[config.mk]
export PLATFORM = sky130hd
export DESIGN_NAME = result_packer
export DESIGN_NICKNAME = d
export VERILOG_FILES = /design/src/rtl/result_packer.sv
export SDC_FILE = /design/constraint.sdc
export NUM_CORES = 1
export LEC_CHECK = 0
export BUFFER_PORTS_ARGS = -buffer_cell sky130_fd_sc_hd__buf_2
export CORE_AREA = 2 2 263 316
export CTS_CLUSTER_DIAMETER = 40
export CTS_CLUSTER_SIZE = 40
export DETAILED_ROUTE_END_ITERATION = 6
export DIE_AREA = 0 0 265 318
export PLACE_DENSITY = 0.74
export SETUP_SLACK_MARGIN = 0.02
export SLEW_MARGIN = 20
export SYNTH_ARGS = -nofsm -noshare
export SYNTH_HDL_FRONTEND = slang
export SYNTH_SLANG_ARGS = --single-unit
[constraint.sdc]
create_clock -name AXIS_ACLK -period 3.6 [get_ports AXIS_ACLK]
set_clock_uncertainty 0.05 [all_clocks]
set_input_delay 0.18 -clock AXIS_ACLK [delete_from_list [all_inputs] [get_ports AXIS_ACLK]]
set_output_delay 0.18 -clock AXIS_ACLK [all_outputs]
set_load 0.01 [all_outputs]
[src/rtl/result_packer.sv]
// Packs serial 32-bit result words into 64-bit AXI Stream beats through a small
// FIFO; the earlier word of each pair lands in the low half of the beat.
module result_packer #(
    parameter int DEPTH = 16,
    parameter int AW    = 4
) (
    input  logic        AXIS_ACLK,
    input  logic        AXIS_ARESETN,
    input  logic        run,
    input  logic        res_v,
    input  logic [31:0] res_d,
    input  logic        res_last,
    output logic        res_ready,
    output logic        M_AXIS_TVALID,
    output logic [63:0] M_AXIS_TDATA,
    output logic [7:0]  M_AXIS_TSTRB,
    output logic        M_AXIS_TLAST,
    input  logic        M_AXIS_TREADY,
    output logic        overflow,
    output logic [15:0] beat_cnt
);

    localparam logic [AW:0] DEPTH_C = (AW+1)'(DEPTH);

    typedef enum logic {
        EVEN = 1'b0,
        ODD  = 1'b1
    } half_t;

    half_t          state_reg, state_next;
    logic [31:0]    lo_reg, lo_next;
    logic [AW-1:0]  wr_ptr_reg, rd_ptr_reg;
    logic [AW:0]    count_reg;
    logic           overflow_reg;
    logic [15:0]    beat_cnt_reg;

    // Entry layout: [72] last, [71:64] strobe, [63:0] data.
    logic [72:0]    mem [DEPTH];
    logic [72:0]    head_entry;
    logic [72:0]    push_entry;
    logic           accept, push, pop;

    assign res_ready     = run & (count_reg < DEPTH_C);
    assign accept        = res_v & res_ready;
    assign M_AXIS_TVALID = (count_reg != '0);
    assign pop           = M_AXIS_TVALID & M_AXIS_TREADY;

    // Head is read combinationally so a beat pushed into an empty FIFO shows
    // on the bus right after the push edge; outputs read 0 while empty.
    assign head_entry    = mem[rd_ptr_reg];
    assign M_AXIS_TDATA  = M_AXIS_TVALID ? head_entry[63:0]  : 64'h0;
    assign M_AXIS_TSTRB  = M_AXIS_TVALID ? head_entry[71:64] : 8'h00;
    assign M_AXIS_TLAST  = M_AXIS_TVALID ? head_entry[72]    : 1'b0;
    assign overflow      = overflow_reg;
    assign beat_cnt      = beat_cnt_reg;

    always_comb begin
        state_next = state_reg;
        lo_next    = lo_reg;
        push       = 1'b0;
        push_entry = '0;
        if (accept) begin
            if (state_reg == EVEN) begin
                if (res_last) begin
                    push       = 1'b1;
                    push_entry = {1'b1, 8'h0f, 32'h0, res_d};
                end else begin
                    lo_next    = res_d;
                    state_next = ODD;
                end
            end else begin
                push       = 1'b1;
                push_entry = {res_last, 8'hff, res_d, lo_reg};
                state_next = EVEN;
            end
        end
    end

    // Dropping run clears everything exactly like reset and beats any push/pop.
    always_ff @(posedge AXIS_ACLK) begin
        if (!AXIS_ARESETN || !run) begin
            state_reg    <= EVEN;
            lo_reg       <= '0;
            wr_ptr_reg   <= '0;
            rd_ptr_reg   <= '0;
            count_reg    <= '0;
            overflow_reg <= 1'b0;
            beat_cnt_reg <= '0;
        end else begin
            state_reg <= state_next;
            lo_reg    <= lo_next;
            if (push) begin
                wr_ptr_reg <= wr_ptr_reg + AW'(1);
            end
            if (pop) begin
                rd_ptr_reg   <= rd_ptr_reg + AW'(1);
                beat_cnt_reg <= beat_cnt_reg + 16'd1;
            end
            if (push && !pop) begin
                count_reg <= count_reg + (AW+1)'(1);
            end else if (pop && !push) begin
                count_reg <= count_reg - (AW+1)'(1);
            end
            if (res_v && !res_ready) begin
                overflow_reg <= 1'b1;
            end
        end
    end

    always_ff @(posedge AXIS_ACLK) begin
        if (push) begin
            mem[wr_ptr_reg] <= push_entry;
        end
    end

endmodule

==> results.yml <==
logic_synthesis:
  netlist_instances: 2177
  ys_seq_area_frac: 0.7570
  synthTopCellsByArea: "edfxtp_1 73%, mux4_2 13%, dfxtp_1 3.0%"
  syn_area_um2: 44300
  yosys_warnings: 0
  yosysTopAreaCellShare: 0.7267
  synthDistinctLibCells: 52
  syn_area_per_cell_um2: 20.35
  yosys_most_used_dff: "edfxtp_1"
  synth_nets: 2226
  synth-seq-cells: 1139
  ys_async_sr_fraction: 0
  synth_edf_count: 1072
  synth_top_area_cell: "edfxtp_1"
clock_tree:
  cts.sinks: 1139
  clockBufferDepth: 3
  cts-htree-levels: 3
  clk_pin_slew_ns: 0.07
  root_buffer: "clkbuf_16"
  cts_tree: "done"
  cts_buffers: 114
  worstSkewPairLatency_ns: 0.69
setup_path:
  cpPeakStageDelay_ns: 0.69
  cpMaxStageDelayCell: "nor2b_4"
  r2r-end: "count_reg[4]"
  cp.required_ns: 3.37
  crit_type: "register to output port"
  crit_family: "simple AND/OR/NAND/NOR gates"
  path_max_fanout: 27
  r2r_slack_ns: 0.66
  critPathCaptureType: "output port"
  worstPathArrival_ns: 3.25
  worst-path-buf-inv: 2
  start_kind: "register"
  reg2regPathDepth: 9
  r2r-start: "count_reg[1]"
  cp_cell_sequence: "or4_4 > or2_4 > nor2b_4 > buf_4 > a221o_1 > buf_2"
power_and_ir_drop:
  power_density_nw_per_um2: 553.2
  peakVddDrop_mv: 0.3944
  leakagePower_nw: 16.02
sta:
  max_freq_mhz: 287.0
  setup_tns_ns: 0
  slew_headroom: 0.2576
  whs_ns: 0.1095
  tightest_slew_ns: 1.110
  rsz0062_at_grt: "no"
  slew_viol_final: 0
  setup_viol_count_final: 0
  min_period_ns: 3.484
  period_share: 0.9679
  finalHoldViolations: 0
  finalWorstSetupSlack_ns: 0.1157
floorplanning:
  initial_utilization: 0.5439
  coreArea_um2: 81440
  boundaryPins: 130
  die-area_um2: 84270
  die_x_um: 265
  die_h_um: 318
  placementRows: 115
global_routing:
  grt_pass1_vias: 23050
  antenna_found_initial: 10
  grt_overflow: 0
  track_usage: 0.2484
  grt_pass1_wl_mm: 153.1
  grt_max_degree: 100
drt:
  drc: 0
  via_per_inst: 6.379
  drt_iter0_drc: 3206
  vias: 22780
  finalWirelength_mm: 103.7
  detail_route.wl_per_cell_um: 29.03
  drtAntennaViolNets: 0
  first_pass_iters: 7
run:
  maxCapViolations: 0
place:
  numPortBuffers: 129
  gp_congestion: 0.8401
  dp_hpwl_mm: 58.42
  pre_cts_ws_ns: 0.6666
  placed_cells: 3304
finish:
  area_delta_synth_final_pct: 15.70
  final_core_util: 0.6293
  drive_gt1_frac: 0.3117
  layout.cells.non_filler: 3571
  largest_reg_flops: 1072
  nNetsFinal: 2456
worst_hold_path:
  min_path_type: "input pin to register"
  hold_depth: 4
  min_from: "res_last"
  hold_end: "wr_ptr_reg[1]"
outcome:
  status: "finished clean"
[metal layers]
layer,part of all wire,GRT usage,vias to the layer above
li1,-,-,9424
met1,0.39,0.3423,12030
met2,0.50,0.4085,1138
met3,0.085,0.04646,177
met4,0.025,0.07495,8
met5,0.00046,0,-
[power breakdown]
part	switching (mW)	leakage [nW]	total (mW)	internal, mW
combinational	0.967	4.06	1.63	0.662
clock	5.21	1.91	12.3	7.09
sequential	0.0387	10.1	14.4	14.4
[cell usage after synthesis, types with 2 or more instances]
library cell	n
o21ai_0	9
o31ai_1	5
buf_6	7
or3_1	5
ha_1	10
dfxtp_1	67
and2_1	15
buf_4	7
nand3_1	9
nand4_1	2
nor2_1	87
nand3b_1	4
and3_1	34
o211ai_1	4
a221o_1	66
edfxtp_1	1072
xnor2_1	5
mux2i_1	8
a21oi_1	79
o311ai_0	2
or4_1	6
nor2b_1	68
nor4_1	4
and4_1	8
buf_1	18
mux4_2	265
nand2_1	105
inv_1	7
buf_2	28
clkbuf_1	78
mux2_2	67
xor2_1	6
[cells by family (layout without fill, tap and decap cells)]
kind of cell,after synthesis,after routing,synth area share
AND/OR/NAND/NOR,356,357,0.04039
adder cells (fa/ha/maj),11,11,0.003276
other,0,12,0
flip-flops,1139,1139,0.7570
AO/OA/AOI/OAI,175,175,0.02875
buffers and inverters,145,473,0.01486
multiplexers,340,340,0.1536
XOR/XNOR,11,11,0.002175
[stage by stage]
stage	power (mW)	instance area, um2
after floorplan	15.70	44300
after CTS	28.50	51200
final	28.35	51250
after detailed placement	16.31	46820
after global routing	29.13	51230
after global placement	16.28	46820
[area by class of cell]
| cell class | count | area (um2) |
|---|---|---|
| well taps | 1053 | 1318 |
| fillers | 5335 | 30190 |
| repair buffers | 251 | 2147 |
| clock buffers | 133 | 3070 |
| flip-flops and latches | 1139 | 33540 |
| diodes | 12 | 30.03 |
| clock inverters | 82 | 915.9 |
| multi-input cells | 894 | 10200 |
| inverters | 7 | 26.28 |
[worst max path at each step]
stage | cells after the start | to | slack (ns) | from
3_3_place_gp | 9 | count_reg[4] | 0.71 | count_reg[1]
2_1_floorplan | 4 | mem[12][0] | 0.05 | state_reg
3_5_place_dp | 5 | M_AXIS_TDATA[21] | 0.67 | register
4_1_cts | 6 | M_AXIS_TDATA[21] | 0.08 | count_reg[1]
6_report | 6 | M_AXIS_TDATA[1] | 0.12 | count_reg[1]
5_1_grt | 6 | M_AXIS_TDATA[1] | 0.03 | count_reg[1]
[layout by cell type, fill, tap and decap left out, types with 66 or more instances in the layout]
master and n:
clkbuf_16 119, mux2_2 67, buf_2 129, nor2b_1 68, nand2_1 104, edfxtp_1 1072, nor2_1 79, a221o_1 66
mux4_2 265, a21oi_1 79
[worst register-to-register path: cells and delay by family, from the launching register on]
kind	cells	cell delay, ns
AOI/OAI and AO/OA	4	0.99
and+or+nand+nor	2	0.76
adders and majority gates	2	0.62
DFF	1	0.35
buffers and inverters	1	0.12
[what timing repair did]
action	in CTS	in global routing
endpoints found under the setup margin	31	0
hold buffers	39	0
gates resized for setup	2	0
endpoints found under the hold margin	50	0
buffers inserted	0	0
(Power assumes the default switching activity.)
